File: src/rtl/definitions_pkg.sv
// Shared arithmetic-unit types plus the sequential divider's state encoding,
// iteration count and magnitude helpers.
package definitions_pkg;

    typedef logic signed [7:0]  int8_t;
    typedef logic signed [15:0] int16_t;

    typedef enum logic [1:0] {
        IDLE,
        DIVIDE,
        FIX,
        DONE
    } div_state_t;

    localparam int DIV_ITER = 16;

    // |-32768| comes out as 16'h8000 = 32768, read as unsigned.
    function automatic logic [15:0] abs16(input int16_t v);
        logic [15:0] u;
        u = v;
        return v[15] ? (~u + 16'd1) : u;
    endfunction

    // |-128| comes out as 8'h80 = 128, read as unsigned.
    function automatic logic [7:0] abs8(input int8_t v);
        logic [7:0] u;
        u = v;
        return v[7] ? (~u + 8'd1) : u;
    endfunction

endpackage

File: src/rtl/seq_divider_if.sv
// Start/operand/result bundle of the sequential divider.
interface seq_divider_if;
    import definitions_pkg::*;

    logic   i_start;
    int16_t i_dvd;
    int8_t  i_dvs;
    logic   o_busy;
    logic   o_done;
    int8_t  o_quot;
    int8_t  o_rem;
    logic   o_ovf;
    logic   o_dz;

    modport master (
        output i_start, i_dvd, i_dvs,
        input  o_busy, o_done, o_quot, o_rem, o_ovf, o_dz
    );

    modport slave (
        input  i_start, i_dvd, i_dvs,
        output o_busy, o_done, o_quot, o_rem, o_ovf, o_dz
    );

endinterface

File: src/rtl/seq_divider_div_step.sv
// One radix-2 restoring iteration on magnitudes: shift {rem, q} left,
// trial-subtract the divisor, keep the difference when it is non-negative.
module div_step (
    input  logic [8:0]  rem,
    input  logic [15:0] q,
    input  logic [8:0]  dvs,
    output logic [8:0]  rem_next,
    output logic [15:0] q_next
);
    logic [9:0]  rem_sh;
    logic [9:0]  trial;
    logic [15:0] q_sh;

    // One extra bit so the borrow is a clean sign even for the widest remainder.
    assign rem_sh = {rem, q[15]};
    assign trial  = rem_sh - {1'b0, dvs};

    assign q_sh[0] = 1'b0;
    generate
        for (genvar gi = 1; gi < 16; gi++) begin : g_qshift
            assign q_sh[gi] = q[gi-1];
        end
    endgenerate

    always_comb begin
        rem_next = rem_sh[8:0];
        q_next   = q_sh;
        if (!trial[9]) begin
            rem_next = trial[8:0];
            q_next   = {q_sh[15:1], 1'b1};
        end
    end

endmodule

File: src/rtl/seq_divider.sv
// Sequential signed divider, int16 / int8 -> int8 quotient and remainder,
// one quotient bit per clock, followed by a sign/overflow fix-up cycle.
module seq_divider
    import definitions_pkg::*;
(
    input  logic          clk,
    input  logic          rst,
    seq_divider_if.slave  bus
);
    div_state_t  state_reg, state_next;
    logic [3:0]  cnt_reg, cnt_next;
    logic [15:0] q_reg, q_next;
    logic [8:0]  prem_reg, prem_next;
    logic [8:0]  dvs_reg, dvs_next;
    logic        qsign_reg, qsign_next;
    logic        rsign_reg, rsign_next;
    int8_t       quot_reg, quot_next;
    int8_t       rem_reg, rem_next;
    logic        ovf_reg, ovf_next;
    logic        dz_reg, dz_next;

    logic [8:0]  step_rem;
    logic [15:0] step_q;
    logic        ovf_cond;

    div_step u_step (
        .rem      (prem_reg),
        .q        (q_reg),
        .dvs      (dvs_reg),
        .rem_next (step_rem),
        .q_next   (step_q)
    );

    // -128 is the one magnitude above 127 that still fits.
    assign ovf_cond = (q_reg > 16'd127) && !((q_reg == 16'd128) && qsign_reg);

    always_ff @(posedge clk) begin
        if (rst) begin
            state_reg <= IDLE;
            cnt_reg   <= '0;
            q_reg     <= '0;
            prem_reg  <= '0;
            dvs_reg   <= '0;
            qsign_reg <= 1'b0;
            rsign_reg <= 1'b0;
            quot_reg  <= '0;
            rem_reg   <= '0;
            ovf_reg   <= 1'b0;
            dz_reg    <= 1'b0;
        end else begin
            state_reg <= state_next;
            cnt_reg   <= cnt_next;
            q_reg     <= q_next;
            prem_reg  <= prem_next;
            dvs_reg   <= dvs_next;
            qsign_reg <= qsign_next;
            rsign_reg <= rsign_next;
            quot_reg  <= quot_next;
            rem_reg   <= rem_next;
            ovf_reg   <= ovf_next;
            dz_reg    <= dz_next;
        end
    end

    always_comb begin
        state_next = state_reg;
        cnt_next   = cnt_reg;
        q_next     = q_reg;
        prem_next  = prem_reg;
        dvs_next   = dvs_reg;
        qsign_next = qsign_reg;
        rsign_next = rsign_reg;
        quot_next  = quot_reg;
        rem_next   = rem_reg;
        ovf_next   = ovf_reg;
        dz_next    = dz_reg;

        case (state_reg)
            IDLE: begin
                if (bus.i_start) begin
                    if (bus.i_dvs == 8'sd0) begin
                        dz_next    = 1'b1;
                        ovf_next   = 1'b0;
                        quot_next  = '0;
                        rem_next   = '0;
                        state_next = DONE;
                    end else begin
                        q_next     = abs16(bus.i_dvd);
                        dvs_next   = {1'b0, abs8(bus.i_dvs)};
                        prem_next  = '0;
                        qsign_next = bus.i_dvd[15] ^ bus.i_dvs[7];
                        rsign_next = bus.i_dvd[15];
                        ovf_next   = 1'b0;
                        dz_next    = 1'b0;
                        cnt_next   = '0;
                        state_next = DIVIDE;
                    end
                end
            end

            DIVIDE: begin
                prem_next = step_rem;
                q_next    = step_q;
                cnt_next  = cnt_reg + 4'd1;
                if (cnt_reg == 4'(DIV_ITER - 1)) begin
                    state_next = FIX;
                end
            end

            FIX: begin
                if (ovf_cond) begin
                    ovf_next  = 1'b1;
                    quot_next = '0;
                    rem_next  = '0;
                end else begin
                    quot_next = qsign_reg ? (8'd0 - q_reg[7:0])    : q_reg[7:0];
                    rem_next  = rsign_reg ? (8'd0 - prem_reg[7:0]) : prem_reg[7:0];
                end
                state_next = DONE;
            end

            DONE: begin
                state_next = IDLE;
            end

            default: begin
                state_next = IDLE;
            end
        endcase
    end

    assign bus.o_busy = (state_reg == DIVIDE) || (state_reg == FIX);
    assign bus.o_done = (state_reg == DONE);
    assign bus.o_quot = quot_reg;
    assign bus.o_rem  = rem_reg;
    assign bus.o_ovf  = ovf_reg;
    assign bus.o_dz   = dz_reg;

endmodule

File: src/flat_wrapper.sv
// flat-port wrapper written by rule: the top's interface ports become plain ports
module seq_divider_flat import definitions_pkg::*;
  (clk, rst, bus_i_start, bus_i_dvd, bus_i_dvs, bus_o_busy, bus_o_done, bus_o_quot, bus_o_rem, bus_o_ovf, bus_o_dz);
  seq_divider_if bus_i ();
  input  logic clk;
  input  logic rst;
  input wire logic [$bits(bus_i.i_start)-1:0] bus_i_start;
  input wire logic [$bits(bus_i.i_dvd)-1:0] bus_i_dvd;
  input wire logic [$bits(bus_i.i_dvs)-1:0] bus_i_dvs;
  output wire logic [$bits(bus_i.o_busy)-1:0] bus_o_busy;
  output wire logic [$bits(bus_i.o_done)-1:0] bus_o_done;
  output wire logic [$bits(bus_i.o_quot)-1:0] bus_o_quot;
  output wire logic [$bits(bus_i.o_rem)-1:0] bus_o_rem;
  output wire logic [$bits(bus_i.o_ovf)-1:0] bus_o_ovf;
  output wire logic [$bits(bus_i.o_dz)-1:0] bus_o_dz;
  assign bus_i.i_start = bus_i_start;
  assign bus_i.i_dvd = bus_i_dvd;
  assign bus_i.i_dvs = bus_i_dvs;
  assign bus_o_busy = bus_i.o_busy;
  assign bus_o_done = bus_i.o_done;
  assign bus_o_quot = bus_i.o_quot;
  assign bus_o_rem = bus_i.o_rem;
  assign bus_o_ovf = bus_i.o_ovf;
  assign bus_o_dz = bus_i.o_dz;
  seq_divider u_core (.clk(clk), .rst(rst), .bus(bus_i));
endmodule
File: config.mk
export PLATFORM = sky130hd
export DESIGN_NAME = seq_divider_flat
export DESIGN_NICKNAME = d
export VERILOG_FILES = /design/src/rtl/definitions_pkg.sv /design/src/rtl/seq_divider_if.sv /design/src/rtl/seq_divider_div_step.sv /design/src/rtl/seq_divider.sv /design/src/flat_wrapper.sv
export SDC_FILE = /design/constraint.sdc
export NUM_CORES = 1
export LEC_CHECK = 0
export ABC_AREA = 1
export BUFFER_PORTS_ARGS = -buffer_cell sky130_fd_sc_hd__buf_2
export CORE_MARGIN = 5
export CORE_UTILIZATION = 35
export CTS_CLUSTER_DIAMETER = 40
export CTS_CLUSTER_SIZE = 24
export DETAILED_ROUTE_END_ITERATION = 8
export GPL_TIMING_DRIVEN = 0
export SLEW_MARGIN = 0
export SYNTH_ARGS = -nofsm -noshare
export SYNTH_HDL_FRONTEND = slang
export SYNTH_HIERARCHICAL = 1
export SYNTH_SLANG_ARGS = --single-unit
File: constraint.sdc
create_clock -name clk -period 2.28 [get_ports clk]
set_input_delay 0.114 -clock clk [delete_from_list [all_inputs] [get_ports clk]]
set_output_delay 0.114 -clock clk [all_outputs]
set_load 0.02 [all_outputs]
# Word level (Yosys, flattened, before mapping)
# Index checks and enable logic that the tools add are counted.
[word_totals]
reg_bits = 59
inputBits = 27
output_inout_bits = 20
elab_cells = 75
[classes]
n_addsub = 6
n_lt_le_gt_ge = 1
n_eq_ne = 10
mux = 29
bitwise = 4
reduce_logical = 14
[ops]
columns = ["op", "n"]
rows = [
  ["8-bit two-way mux", 7],
  ["16-bit two-way mux", 3],
  ["16-bit case mux with 2 select lines", 1],
  ["8-bit case mux with 2 select lines", 2],
  ["9-bit two-way mux", 3],
  ["9-bit case mux with 2 select lines", 1],
  ["16-bit by 1-bit adder with 16-bit output, second input constant", 1],
  ["16-bit by 8-bit == test with 1-bit output, second input constant", 1],
  ["16-bit by 7-bit greater-than comparator with 1-bit output, second input constant", 1],
  ["16-bit inverter", 1],
  ["1-bit by 8-bit subtractor with 8-bit output, first input constant", 2],
  ["3-bit AND reduction", 4],
  ["10-bit by 8-bit subtractor with 10-bit output", 1],
  ["8-bit by 1-bit adder with 8-bit output, second input constant", 1],
  ["8-bit zero test", 1],
  ["4-bit two-way mux", 2],
  ["8-bit inverter", 1],
  ["2-bit case mux with 4 select lines", 1],
  ["4-bit case mux with 2 select lines", 1],
  ["2-bit two-way mux", 3],
  ["2-bit by 1-bit inequality test with 1-bit output, second input constant", 3],
  ["4-bit by 1-bit adder with 4-bit output, second input constant", 1],
  ["2-bit == test, second input constant", 2],
  ["4-bit == test, second input constant", 1],
  ["other kinds (12)", 19],
]

# Logic depth before layout (Yosys ltp)
# Gate-level depths: netlist of run 1.
[depth]
depth_word = 6
ltp_mapped = 14
depth_no_buf = 14

# Modules after synthesis
# Netlist of run 1, hierarchy kept.
[modules_own_cells]
columns = ["mod", "instances", "cells_per_inst", "area_each_um2", "seq_area_each_um2"]
rows = [
  ["seq_divider", 1, 541, 3518.4, 1181.1],
  ["div_step", 1, 152, 910.9, 0.0],
]

# Worst setup path before layout of run 1
# No wires, ideal clock.
[synth_path]
path_kind = "reg-to-reg"
start = "register u_core.q_reg[15]"
end = "register u_core.prem_reg[8]"
setup_time_ns = 0.115
t_arrival_ns = 1.668
required_time_ns = 2.165
slack_ns = 0.497
path_stages_with_launch = 14
path_cell_list = "dfxtp_1 -> inv_1 -> ha_1 -> fa_1 -> inv_1 -> nand2_1 -> nand2_1 -> nand3_1 -> nand3_1 -> nand2_1 -> nand3_1 -> nand2_1 -> a21oi_1 -> nor2_1"
[synth_via]
elab_chain_len = 3
[synth_lines]
columns = ["item", "line_no", "rtl"]
rows = [
  ["start: declaration", "seq_divider.sv:12", "logic [15:0] q_reg, q_next;"],
  ["start signal: assignment", "seq_divider.sv:53", "q_reg <= q_next;"],
  ["10-bit by 8-bit subtractor with 10-bit output", "seq_divider_div_step.sv:16", "assign trial = rem_sh - {1'b0, dvs};"],
  ["9-bit two-way mux", "seq_divider_div_step.sv:28", "if (!trial[9]) begin"],
  ["via u_core.step_rem[8]", "seq_divider.sv:22", "logic [8:0] step_rem;"],
  ["9-bit case mux with 2 select lines", "seq_divider.sv:78", "case (state_reg)"],
  ["end signal: assignment", "seq_divider.sv:54", "prem_reg <= prem_next;"],
  ["end: declaration", "seq_divider.sv:13", "logic [8:0] prem_reg, prem_next;"],
]
# The timed path passes the listed nets, and every way through them passes these cells.
# A chain may end at the register's enable or synchronous reset.

# Worst setup path after layout of run 1
[layout_path]
start = "register u_core.prem_reg[2]"
end = "register u_core.q_reg[0]"
[layout_via]
elab_chain_len = 3
[layout_lines]
columns = ["item", "line_no", "rtl"]
rows = [
  ["10-bit by 8-bit subtractor with 10-bit output", "seq_divider_div_step.sv:16", ""],
  ["1-bit two-way mux", "seq_divider_div_step.sv:28", ""],
  ["via u_core.step_q[0]", "seq_divider.sv:23", "logic [15:0] step_q;"],
  ["16-bit case mux with 2 select lines", "seq_divider.sv:78", ""],
]
# The timed path passes the listed nets, and every way through them passes these cells.

==> results of run 1 <==
[layout make-up]
class | count | area (um2)
Sequential cell | 59 | 1181
Clock inverter | 2 | 10.01
Inverter | 91 | 356.6
Fill cell | 1385 | 7373
Timing Repair Buffer | 45 | 225.2
Multi-Input combinational cell | 506 | 2664
Buffer | 37 | 227.7
Clock buffer | 14 | 264.0
Tap cell | 172 | 215.2
[worst max-delay path: stages, from the launching register on]
cell	delay, ns
sky130_fd_sc_hd__dfxtp_1	0.48
sky130_fd_sc_hd__ha_1	0.33
sky130_fd_sc_hd__nand2_2	0.13
sky130_fd_sc_hd__inv_2	0.04
sky130_fd_sc_hd__nand2_1	0.06
sky130_fd_sc_hd__nand2_1	0.06
sky130_fd_sc_hd__nand2_2	0.15
sky130_fd_sc_hd__nand3_4	0.12
sky130_fd_sc_hd__nand2_4	0.12
sky130_fd_sc_hd__nand2_1	0.08
sky130_fd_sc_hd__nand2_1	0.06
sky130_fd_sc_hd__o21ai_0	0.07
sky130_fd_sc_hd__o21ai_0	0.17
sky130_fd_sc_hd__a21oi_1	0.05
[Yosys cell counts]
cell                       instances
sky130_fd_sc_hd__a21oi_1          56
sky130_fd_sc_hd__a21oi_2          10
sky130_fd_sc_hd__a21oi_4           1
sky130_fd_sc_hd__a31oi_1           4
sky130_fd_sc_hd__buf_1             1
sky130_fd_sc_hd__buf_12            1
sky130_fd_sc_hd__buf_2             7
sky130_fd_sc_hd__buf_4            15
sky130_fd_sc_hd__buf_6             1
sky130_fd_sc_hd__bufinv_8          1
sky130_fd_sc_hd__clkbuf_1         12
sky130_fd_sc_hd__clkinv_2          1
sky130_fd_sc_hd__conb_1            1
sky130_fd_sc_hd__dfxtp_1          59
sky130_fd_sc_hd__fa_1              1
sky130_fd_sc_hd__ha_1             19
sky130_fd_sc_hd__inv_1            81
sky130_fd_sc_hd__inv_2             8
sky130_fd_sc_hd__nand2_1         181
sky130_fd_sc_hd__nand2_2          16
sky130_fd_sc_hd__nand2_4           3
sky130_fd_sc_hd__nand3_1          54
sky130_fd_sc_hd__nand3_2           2
sky130_fd_sc_hd__nand3_4           2
sky130_fd_sc_hd__nand3b_1          8
sky130_fd_sc_hd__nand4_1           5
sky130_fd_sc_hd__nand4_4           2
sky130_fd_sc_hd__nor2_1           71
sky130_fd_sc_hd__nor2_2            3
sky130_fd_sc_hd__nor2_4            2
sky130_fd_sc_hd__nor2_8            1
sky130_fd_sc_hd__nor3_1            1
sky130_fd_sc_hd__o211ai_1          1
sky130_fd_sc_hd__o21ai_0          35
sky130_fd_sc_hd__o21ai_1           7
sky130_fd_sc_hd__or2_1             2
sky130_fd_sc_hd__xnor2_1           4
sky130_fd_sc_hd__xor2_1           14
[worst min path at each step]
stage / from / to / slack [ns] / cells past startpoint
floorplan: bus_i_start / u_core/bus.o_dz$_SDFFE_PP0P_ / 0.27 / 2
global placement: bus_i_dvs[0] / u_core/dvs_reg[0]$_SDFFE_PP0P_ / 0.42 / 3
detailed placement: bus_i_start / u_core/bus.o_dz$_SDFFE_PP0P_ / 0.42 / 3
CTS: bus_i_dvs[0] / u_core/dvs_reg[0]$_SDFFE_PP0P_ / 0.09 / 3
global route: bus_i_dvs[4] / u_core/dvs_reg[4]$_SDFFE_PP0P_ / 0.10 / 3
finish: bus_i_dvs[0] / u_core/dvs_reg[0]$_SDFFE_PP0P_ / 0.09 / 3
[cell families after synthesis]
logic type | Yosys count | share of synthesized area
other | 1 | 0.0008466
buffers and inverters | 128 | 0.1319
AOI/OAI and AO/OA | 114 | 0.1415
and+or+nand+nor | 353 | 0.3653
DFF | 59 | 0.2667
xor gates and xnor gates | 18 | 0.03559
adders and majority gates | 20 | 0.05819
[metrics by stage]
stage	cells	util	hold WS, ns	setup WS [ns]	instance area (um2)
floorplan	693	-	0.2740	0.4971	4429
global placement	910	0.3890	0.4189	0.2123	4870
detailed placement	910	0.3890	0.4223	0.2227	4870
CTS	926	0.4109	0.09018	0.2165	5144
global route	926	0.4109	0.1046	0.0003315	5144
finish	926	0.4109	0.09112	0.2410	5144
[power breakdown]
part / leakage [nW] / internal, mW / switching (mW) / total (mW)
clock: 0.137 / 0.790 / 0.437 / 1.23
sequential: 0.484 / 1.29 / 0.272 / 1.56
combinational: 1.93 / 1.32 / 2.17 / 3.49
[layer usage]
metal / GRT usage / up-vias / part of all wire
met2: 0.2315 / 65 / 0.44
met5: 0 / - / 0
met1: 0.2062 / 1818 / 0.51
met4: 0.03849 / 0 / 0.010
met3: 0.03088 / 9 / 0.036
li1: - / 2301 / -
==> flow_results.xml, run 1 <==
<?xml version="1.0" encoding="UTF-8"?>
<metrics>
  <group name="run_status">
    <metric name="run_status" unit="">completed</metric>
  </group>
  <group name="yosys">
    <metric name="avgSynthCellArea" unit="um2">6.391</metric>
    <metric name="synthesis.nets" unit="">740</metric>
    <metric name="ys_ff_latch" unit="">59</metric>
    <metric name="post_syn_area" unit="um2">4429</metric>
    <metric name="area_share_of_the_largest_cell_type_after_synthesis" unit="">0.2667</metric>
    <metric name="seq_total_area_yosys" unit="">0.2667</metric>
    <metric name="post_synthesis_cell_type_with_the_largest_combined_area" unit="">sky130_fd_sc_hd__dfxtp_1</metric>
    <metric name="netlist_instances" unit="">693</metric>
    <metric name="synth_area_leaders" unit="">sky130_fd_sc_hd__dfxtp_1 (27%), sky130_fd_sc_hd__nand2_1 (15%), sky130_fd_sc_hd__inv_1 (6.9%), sky130_fd_sc_hd__a21oi_1 (6.3%), sky130_fd_sc_hd__nand3_1 (6.1%)</metric>
    <metric name="yosys.cell_types.count" unit="">38</metric>
    <metric name="synth_warnings" unit="">6</metric>
  </group>
  <group name="timing">
    <metric name="setup_violations" unit="">0</metric>
    <metric name="max_slew.worst_pin.slew" unit="ns">0.6495</metric>
    <metric name="timing.fmax" unit="MHz">490.4</metric>
    <metric name="clock_skew" unit="ns">0.005209</metric>
    <metric name="layout_min_cycle_time" unit="ns">2.039</metric>
    <metric name="total_neg_setup_slack" unit="ns">0</metric>
    <metric name="relative_slew_margins" unit="">0.5670</metric>
    <metric name="finalHoldViolCount" unit="">0</metric>
    <metric name="final_min_period_over_clock_period" unit="">0.8943</metric>
    <metric name="grt_setup_unrepaired" unit="">no</metric>
    <metric name="maxSlewViolCount" unit="">0</metric>
  </group>
  <group name="grt">
    <metric name="globalRoute.totalOverflow" unit="">0</metric>
    <metric name="first_global_vias" unit="">3819</metric>
    <metric name="grtUsageTotal" unit="">0.1476</metric>
    <metric name="grt_max_degree" unit="">11</metric>
    <metric name="first_pass_grt_wire_length" unit="mm">17.95</metric>
    <metric name="initial_antenna_violation_count" unit="">0</metric>
  </group>
  <group name="critical_path">
    <metric name="crit_start" unit="">u_core/prem_reg[2]$_SDFFE_PP0P_</metric>
    <metric name="r2r-end" unit="">u_core/q_reg[0]$_SDFFE_PP0P_</metric>
    <metric name="worst_setup_path_start_kind" unit="">flop</metric>
    <metric name="critical_path.endpoint_type" unit="">flop</metric>
    <metric name="critical_path.reg2reg.startpoint" unit="">u_core/prem_reg[2]$_SDFFE_PP0P_</metric>
    <metric name="criticalPathCategory" unit="">flop to flop</metric>
    <metric name="setup.worst_path.end" unit="">u_core/q_reg[0]$_SDFFE_PP0P_</metric>
    <metric name="worstPathMaxFanout" unit="">10</metric>
    <metric name="worstPathArrival" unit="ns">2.25</metric>
    <metric name="rr_worst_depth" unit="">13</metric>
    <metric name="crit_required" unit="ns">2.49</metric>
    <metric name="reg2reg_slack" unit="ns">0.24</metric>
  </group>
  <group name="placement">
    <metric name="dp_hpwl" unit="mm">8.538</metric>
    <metric name="buffers_added_on_ports" unit="">45</metric>
    <metric name="routabilityCongestion" unit="">0.8057</metric>
  </group>
  <group name="power">
    <metric name="vdd_drop_max" unit="mV">0.5234</metric>
    <metric name="leakage_power" unit="nW">2.549</metric>
    <metric name="cellPowerDensity" unit="nW/um2">1221</metric>
    <metric name="fin_total_pwr" unit="mW">6.278</metric>
  </group>
  <group name="clocking">
    <metric name="cts.sink_count" unit="">59</metric>
    <metric name="post_cts_hold_buffer_count" unit="">0</metric>
    <metric name="postCtsSetupRepairBufs" unit="">0</metric>
    <metric name="root_buffer" unit="">sky130_fd_sc_hd__clkbuf_16</metric>
    <metric name="number_of_resized_instances_in_the_post_cts_repair_step" unit="">0</metric>
    <metric name="cts-buffers-inserted" unit="">9</metric>
    <metric name="cts_max_level" unit="">3</metric>
    <metric name="clock_tree_from_tritoncts" unit="">done</metric>
    <metric name="clock_insertion_delay_worst_skew" unit="ns">0.32</metric>
    <metric name="clk_pin_slew_worst_paths" unit="ns">0.05</metric>
    <metric name="cts_buffer_depth" unit="">2</metric>
  </group>
  <group name="floorplan">
    <metric name="placeableCoreArea" unit="um2">12520</metric>
    <metric name="floorplan.die.height" unit="um">122.5</metric>
    <metric name="dieWidth" unit="um">122.5</metric>
    <metric name="start_util" unit="">0.3539</metric>
    <metric name="top_level_ports" unit="">47</metric>
    <metric name="fp.dieArea" unit="um2">15010</metric>
    <metric name="floorplan.rows" unit="">41</metric>
  </group>
  <group name="drt">
    <metric name="post_drt_via_cell_ratio" unit="">4.528</metric>
    <metric name="vias" unit="">4193</metric>
    <metric name="drt-pass1-iter-count" unit="">5</metric>
    <metric name="drc_errors" unit="">0</metric>
    <metric name="detail-route-antenna-nets" unit="">0</metric>
    <metric name="route.final.wire_length" unit="mm">10.65</metric>
    <metric name="drtIter0Drc" unit="">204</metric>
    <metric name="wl_per_cell" unit="um">11.50</metric>
  </group>
  <group name="hold_path">
    <metric name="worst_hold_path_type" unit="">input port to flop</metric>
  </group>
  <group name="layout">
    <metric name="largest_register_ff_count" unit="">16</metric>
    <metric name="layout.nets" unit="">796</metric>
    <metric name="syn_to_final_growth" unit="%">16.13</metric>
    <metric name="layout_commonest_cell" unit="">sky130_fd_sc_hd__nand2_1</metric>
    <metric name="layout_common_cells" unit="">sky130_fd_sc_hd__nand2_1 (181), sky130_fd_sc_hd__inv_1 (81), sky130_fd_sc_hd__nor2_1 (71), sky130_fd_sc_hd__dfxtp_1 (59), sky130_fd_sc_hd__a21oi_1 (56)</metric>
    <metric name="layout_cell_share_with_drive_strength_beyond_1" unit="">0.1777</metric>
    <metric name="n_antenna_cell" unit="">0</metric>
  </group>
  <group name="job">
    <metric name="max_cap_violations" unit="">0</metric>
  </group>
</metrics>
(Power assumes the default switching activity.)
==> run 2: changes to the inputs <==
- CORE_ASPECT_RATIO: unset -> 0.6
- GPL_TIMING_DRIVEN: 0 -> 1
==> run 2 against run 1 <==
Clock skew barely moved. Critical path type unchanged. Clock power rose by 26%. Sequential power barely moved.
==> flow_results.xml, run 2 (synthesized netlist as in run 1, its figures left out) <==
<?xml version="1.0" encoding="UTF-8"?>
<metrics>
  <group name="run_status">
    <metric name="run_status" unit="">completed</metric>
  </group>
  <group name="timing">
    <metric name="max_slew.worst_pin.slew" unit="ns">0.5669</metric>
    <metric name="final_min_period_over_clock_period" unit="">0.9278</metric>
    <metric name="timing.fmax" unit="MHz">472.7</metric>
    <metric name="finalHoldViolCount" unit="">0</metric>
    <metric name="clock_skew" unit="ns">0.005581</metric>
    <metric name="total_neg_setup_slack" unit="ns">0</metric>
    <metric name="grt_setup_unrepaired" unit="">no</metric>
    <metric name="relative_slew_margins" unit="">0.6217</metric>
    <metric name="layout_min_cycle_time" unit="ns">2.115</metric>
    <metric name="maxSlewViolCount" unit="">0</metric>
    <metric name="setup_violations" unit="">0</metric>
  </group>
  <group name="drt">
    <metric name="drtIter0Drc" unit="">409</metric>
    <metric name="wl_per_cell" unit="um">13.16</metric>
    <metric name="route.final.wire_length" unit="mm">11.75</metric>
    <metric name="drc_errors" unit="">0</metric>
    <metric name="detail-route-antenna-nets" unit="">0</metric>
    <metric name="post_drt_via_cell_ratio" unit="">4.831</metric>
    <metric name="drt-pass1-iter-count" unit="">5</metric>
    <metric name="vias" unit="">4314</metric>
  </group>
  <group name="floorplan">
    <metric name="start_util" unit="">0.3625</metric>
    <metric name="floorplan.die.height" unit="um">97.14</metric>
    <metric name="floorplan.rows" unit="">31</metric>
    <metric name="top_level_ports" unit="">47</metric>
    <metric name="dieWidth" unit="um">155.2</metric>
    <metric name="placeableCoreArea" unit="um2">12220</metric>
    <metric name="fp.dieArea" unit="um2">15080</metric>
  </group>
  <group name="power">
    <metric name="cellPowerDensity" unit="nW/um2">1299</metric>
    <metric name="vdd_drop_max" unit="mV">0.5282</metric>
    <metric name="leakage_power" unit="nW">2.505</metric>
  </group>
  <group name="layout">
    <metric name="layout_cell_share_with_drive_strength_beyond_1" unit="">0.1703</metric>
    <metric name="n_antenna_cell" unit="">0</metric>
    <metric name="final_core_utilization" unit="">0.4153</metric>
    <metric name="syn_to_final_growth" unit="%">14.55</metric>
    <metric name="layout_common_cells" unit="">sky130_fd_sc_hd__nand2_1 (181), sky130_fd_sc_hd__inv_1 (81), sky130_fd_sc_hd__nor2_1 (71), sky130_fd_sc_hd__dfxtp_1 (59), sky130_fd_sc_hd__a21oi_1 (56)</metric>
    <metric name="largest_register_ff_count" unit="">16</metric>
    <metric name="layout.nets" unit="">770</metric>
    <metric name="layout_commonest_cell" unit="">sky130_fd_sc_hd__nand2_1</metric>
  </group>
  <group name="clocking">
    <metric name="clock_tree_from_tritoncts" unit="">done</metric>
    <metric name="postCtsSetupRepairBufs" unit="">0</metric>
    <metric name="post_cts_hold_buffer_count" unit="">0</metric>
    <metric name="cts-buffers-inserted" unit="">9</metric>
    <metric name="cts_buffer_depth" unit="">2</metric>
    <metric name="cts_max_level" unit="">3</metric>
    <metric name="root_buffer" unit="">sky130_fd_sc_hd__clkbuf_16</metric>
    <metric name="clk_pin_slew_worst_paths" unit="ns">0.06</metric>
    <metric name="number_of_resized_instances_in_the_post_cts_repair_step" unit="">0</metric>
    <metric name="clock_insertion_delay_worst_skew" unit="ns">0.33</metric>
    <metric name="cts.sink_count" unit="">59</metric>
  </group>
  <group name="grt">
    <metric name="grtUsageTotal" unit="">0.1587</metric>
    <metric name="globalRoute.totalOverflow" unit="">0</metric>
    <metric name="initial_antenna_violation_count" unit="">0</metric>
    <metric name="first_global_vias" unit="">3916</metric>
    <metric name="grt_max_degree" unit="">31</metric>
    <metric name="first_pass_grt_wire_length" unit="mm">19.53</metric>
  </group>
  <group name="critical_path">
    <metric name="crit_required" unit="ns">2.48</metric>
    <metric name="worstPathArrival" unit="ns">2.32</metric>
    <metric name="critical_path.endpoint_type" unit="">flop</metric>
    <metric name="worst_setup_path_start_kind" unit="">flop</metric>
    <metric name="criticalPathCategory" unit="">flop to flop</metric>
    <metric name="worstPathMaxFanout" unit="">10</metric>
  </group>
  <group name="placement">
    <metric name="dp_hpwl" unit="mm">9.099</metric>
    <metric name="buffers_added_on_ports" unit="">46</metric>
    <metric name="routabilityCongestion" unit="">0.8895</metric>
  </group>
  <group name="hold_path">
    <metric name="worst_hold_path_type" unit="">input port to flop</metric>
  </group>
  <group name="job">
    <metric name="max_cap_violations" unit="">0</metric>
  </group>
</metrics>
-- run 2: cell types whose count changed in the layout (fill, tap and decap cells not counted), moves of 2 or more --
cell / change
sky130_fd_sc_hd__clkbuf_1: -15
sky130_fd_sc_hd__buf_2: -6
sky130_fd_sc_hd__buf_4: -6
sky130_fd_sc_hd__bufinv_16: +2
sky130_fd_sc_hd__clkbuf_8: +2
sky130_fd_sc_hd__clkinv_2: -2
-- run 2: per-stage QoR --
stage / instance area, um2 / worst slack (ns) / std cells / total power [mW] / hold WS, ns
global placement: 4726 / 0.3138 / 877 / 4.965 / 0.4096
finish: 5074 / 0.1645 / 893 / 6.591 / 0.08985
floorplan: 4429 / 0.4971 / 693 / 4.350 / 0.2740
global route: 5074 / 0.01414 / 893 / 7.220 / 0.1022
detailed placement: 4726 / 0.2220 / 877 / 5.007 / 0.4174
CTS: 5074 / 0.2081 / 893 / 6.584 / 0.07430
-- run 2: layout make-up --
type / instances / area, um2
Sequential cell: 59 / 1181
Inverter: 91 / 356.6
Clock buffer: 13 / 280.3
Timing Repair Buffer: 56 / 317.8
Multi-Input combinational cell: 506 / 2664
Clock inverter: 3 / 67.56
Tap cell: 165 / 206.4
Fill cell: 1303 / 7144
-- run 2: worst max-delay path, stage by stage (launching register included) --
cell	delay [ns]
sky130_fd_sc_hd__dfxtp_1	0.49
sky130_fd_sc_hd__ha_1	0.33
sky130_fd_sc_hd__nand2_2	0.14
sky130_fd_sc_hd__inv_2	0.05
sky130_fd_sc_hd__nand2_1	0.06
sky130_fd_sc_hd__nand2_1	0.06
sky130_fd_sc_hd__nand2_2	0.16
sky130_fd_sc_hd__nand3_4	0.12
sky130_fd_sc_hd__nand2_4	0.15
sky130_fd_sc_hd__nand2_1	0.07
sky130_fd_sc_hd__nand2_1	0.06
sky130_fd_sc_hd__o21ai_0	0.07
sky130_fd_sc_hd__o21ai_0	0.16
sky130_fd_sc_hd__a21oi_1	0.06
-- run 2: path summary, 6_finish.rpt --
path         cells after the start                               end                              from  slack [ns]
min                              3      u_core/bus.o_dz$_SDFFE_PP0P_                       bus_i_start        0.09
min reg2reg                      2  u_core/bus.o_rem[3]$_SDFFE_PP0P_  u_core/bus.o_rem[3]$_SDFFE_PP0P_        0.46
max reg2reg                     13      u_core/q_reg[0]$_SDFFE_PP0P_   u_core/prem_reg[2]$_SDFFE_PP0P_        0.16
max                             13      u_core/q_reg[0]$_SDFFE_PP0P_   u_core/prem_reg[2]$_SDFFE_PP0P_        0.16
-- run 2: power breakdown --
part / internal, mW / total (mW) / switching (mW)
Clock: 1.08 / 1.55 / 0.477
Sequential: 1.29 / 1.54 / 0.253
Combinational: 1.21 / 3.50 / 2.28
-- run 2: metal layers --
layer | vias to the layer above | global-route usage | part of all wire
li1 | 2248 | - | -
met5 | - | 0 | 0
met1 | 1938 | 0.2638 | 0.57
met4 | 0 | 0.04035 | 0.0081
met3 | 8 | 0.04317 | 0.075
met2 | 120 | 0.1899 | 0.34
==> run 3: changes to the inputs <==
- BUFFER_PORTS_ARGS: -buffer_cell sky130_fd_sc_hd__buf_2 -> -buffer_cell sky130_fd_sc_hd__buf_4
==> run 3 against run 2 <==
Clock-buffer cell count decreased by 2. Non-clock buffer count decreased by 2. Flip-flop and latch count unchanged. Critical path depth unchanged. Highest routed layer unchanged.
==> flow_results.xml, run 3 (synthesized netlist as in run 1, its figures left out) <==
<?xml version="1.0" encoding="UTF-8"?>
<metrics>
  <group name="power">
    <metric name="p_sw_frac" unit="">0.4719</metric>
    <metric name="cellPowerDensity" unit="nW/um2">1260</metric>
    <metric name="vdd_drop_max" unit="mV">0.4775</metric>
    <metric name="p_int" unit="mW">3.400</metric>
    <metric name="p_comb_frac" unit="">0.549</metric>
    <metric name="clock_power_share" unit="">0.209</metric>
    <metric name="leakage_power" unit="nW">2.489</metric>
    <metric name="total_switching_power" unit="mW">3.037</metric>
    <metric name="seq_power_share" unit="">0.242</metric>
  </group>
  <group name="timing">
    <metric name="layout_min_cycle_time" unit="ns">2.059</metric>
    <metric name="grt_setup_unrepaired" unit="">no</metric>
    <metric name="clock_skew" unit="ns">0.007179</metric>
    <metric name="timing.fmax" unit="MHz">485.7</metric>
    <metric name="maxSlewViolCount" unit="">0</metric>
    <metric name="max_slew.worst_pin.slew" unit="ns">0.5854</metric>
    <metric name="finalHoldViolCount" unit="">0</metric>
    <metric name="relative_slew_margins" unit="">0.6093</metric>
    <metric name="setup_violations" unit="">0</metric>
    <metric name="total_neg_setup_slack" unit="ns">0</metric>
    <metric name="final_min_period_over_clock_period" unit="">0.9031</metric>
  </group>
  <group name="layout">
    <metric name="final_cells" unit="">891</metric>
    <metric name="layout_cell_share_with_drive_strength_beyond_1" unit="">0.1667</metric>
    <metric name="layout.nets" unit="">768</metric>
    <metric name="largest_register_ff_count" unit="">16</metric>
    <metric name="n_antenna_cell" unit="">0</metric>
    <metric name="layout_commonest_cell" unit="">sky130_fd_sc_hd__nand2_1</metric>
    <metric name="syn_to_final_growth" unit="%">15.34</metric>
    <metric name="layout_common_cells" unit="">sky130_fd_sc_hd__nand2_1 (181), sky130_fd_sc_hd__inv_1 (81), sky130_fd_sc_hd__nor2_1 (71), sky130_fd_sc_hd__dfxtp_1 (59), sky130_fd_sc_hd__a21oi_1 (56)</metric>
  </group>
  <group name="floorplan">
    <metric name="floorplan.rows" unit="">31</metric>
    <metric name="dieWidth" unit="um">155.2</metric>
    <metric name="top_level_ports" unit="">47</metric>
    <metric name="placeableCoreArea" unit="um2">12220</metric>
    <metric name="start_util" unit="">0.3625</metric>
    <metric name="fp.dieArea" unit="um2">15080</metric>
    <metric name="floorplan.die.height" unit="um">97.14</metric>
  </group>
  <group name="clocking">
    <metric name="root_buffer" unit="">sky130_fd_sc_hd__clkbuf_16</metric>
    <metric name="number_of_resized_instances_in_the_post_cts_repair_step" unit="">0</metric>
    <metric name="clock_tree_from_tritoncts" unit="">done</metric>
    <metric name="cts_max_level" unit="">3</metric>
    <metric name="cts_buffer_depth" unit="">2</metric>
    <metric name="cts.sink_count" unit="">59</metric>
    <metric name="post_cts_hold_buffer_count" unit="">0</metric>
    <metric name="clk_pin_slew_worst_paths" unit="ns">0.05</metric>
    <metric name="postCtsSetupRepairBufs" unit="">0</metric>
    <metric name="cts-buffers-inserted" unit="">9</metric>
    <metric name="clock_insertion_delay_worst_skew" unit="ns">0.33</metric>
  </group>
  <group name="placement">
    <metric name="routabilityCongestion" unit="">0.8498</metric>
    <metric name="dp_hpwl" unit="mm">9.232</metric>
    <metric name="placed_cells_incl_taps" unit="">875</metric>
    <metric name="buffers_added_on_ports" unit="">46</metric>
  </group>
  <group name="hold_path">
    <metric name="worst_hold_path_type" unit="">input port to flop</metric>
  </group>
  <group name="drt">
    <metric name="post_drt_via_cell_ratio" unit="">4.833</metric>
    <metric name="drt-pass1-iter-count" unit="">5</metric>
    <metric name="route.final.wire_length" unit="mm">11.96</metric>
    <metric name="drtIter0Drc" unit="">317</metric>
    <metric name="drc_errors" unit="">0</metric>
    <metric name="vias" unit="">4306</metric>
    <metric name="wl_per_cell" unit="um">13.42</metric>
    <metric name="detail-route-antenna-nets" unit="">0</metric>
  </group>
  <group name="critical_path">
    <metric name="crit_required" unit="ns">2.49</metric>
    <metric name="critical_path.endpoint_type" unit="">flop</metric>
    <metric name="worst_setup_path_start_kind" unit="">flop</metric>
    <metric name="criticalPathCategory" unit="">flop to flop</metric>
    <metric name="worstPathMaxFanout" unit="">10</metric>
    <metric name="worstPathArrival" unit="ns">2.27</metric>
  </group>
  <group name="grt">
    <metric name="initial_antenna_violation_count" unit="">0</metric>
    <metric name="grtUsageTotal" unit="">0.1596</metric>
    <metric name="first_global_vias" unit="">3874</metric>
    <metric name="first_pass_grt_wire_length" unit="mm">19.66</metric>
    <metric name="globalRoute.totalOverflow" unit="">0</metric>
    <metric name="grt_max_degree" unit="">31</metric>
  </group>
  <group name="run_status">
    <metric name="run_status" unit="">completed</metric>
  </group>
  <group name="job">
    <metric name="max_cap_violations" unit="">0</metric>
  </group>
</metrics>
[run 3: metrics by stage]
stage / hold WS, ns / util / area [um2] / setup slack, ns / power (mW)
floorplan: 0.2740 / - / 4429 / 0.4971 / 4.350
global placement: 0.3915 / 0.3940 / 4813 / 0.2614 / 5.007
detailed placement: 0.3965 / 0.3940 / 4813 / 0.2510 / 5.054
CTS: 0.04451 / 0.4181 / 5109 / 0.2451 / 6.426
global route: 0.07959 / 0.4181 / 5109 / 0.05990 / 7.032
finish: 0.05535 / 0.4181 / 5109 / 0.2209 / 6.437
[run 3: power groups by stage]
stage	Clock [mW]	Sequential (mW)	Combinational (mW)
3_5_place_dp	0	1.57	3.48
6_report	1.35	1.56	3.53
3_3_place_gp	0	1.56	3.45
4_1_cts	1.37	1.55	3.50
2_1_floorplan	0	1.51	2.84
5_1_grt	1.43	1.59	4.01
[run 3: layout make-up]
cell class | instances | area (um2)
clock buffers | 11 | 242.7
clock inverters | 5 | 52.55
fillers | 1302 | 7109
inverters | 91 | 356.6
multi-input cells | 506 | 2664
flip-flops and latches | 59 | 1181
well taps | 165 | 206.4
repair buffers | 54 | 405.4
[run 3: path summary, 6_finish.rpt]
| path | startpoint | endpoint | slack, ns | cells after the start |
|---|---|---|---|---|
| setup / recovery | u_core/prem_reg[3]$_SDFFE_PP0P_ | u_core/q_reg[0]$_SDFFE_PP0P_ | 0.22 | 13 |
| hold reg to reg | u_core/bus.o_rem[4]$_SDFFE_PP0P_ | u_core/bus.o_rem[4]$_SDFFE_PP0P_ | 0.47 | 2 |
| setup reg to reg | u_core/prem_reg[3]$_SDFFE_PP0P_ | u_core/q_reg[0]$_SDFFE_PP0P_ | 0.22 | 13 |
| hold / removal | bus_i_start | u_core/bus.o_dz$_SDFFE_PP0P_ | 0.06 | 3 |
[run 3: layer usage]
layer	routed length, um	GRT usage	part of all wire
met1	6736	0.2635	0.56
met2	4200	0.1962	0.35
met3	914	0.04050	0.076
met4	103	0.03766	0.0086
met5	0	0	0
[run 3: critical path: stages (launching register included)]
cell                      delay (ns)
sky130_fd_sc_hd__dfxtp_1        0.48
sky130_fd_sc_hd__ha_1           0.34
sky130_fd_sc_hd__nand2_1        0.08
sky130_fd_sc_hd__nand2_1        0.11
sky130_fd_sc_hd__inv_2          0.06
sky130_fd_sc_hd__nand2_1        0.06
sky130_fd_sc_hd__nand2_2        0.14
sky130_fd_sc_hd__nand3_4        0.11
sky130_fd_sc_hd__nand2_4        0.14
sky130_fd_sc_hd__nand2_1        0.07
sky130_fd_sc_hd__nand2_1        0.06
sky130_fd_sc_hd__o21ai_0        0.07
sky130_fd_sc_hd__o21ai_0        0.16
sky130_fd_sc_hd__a21oi_1        0.05
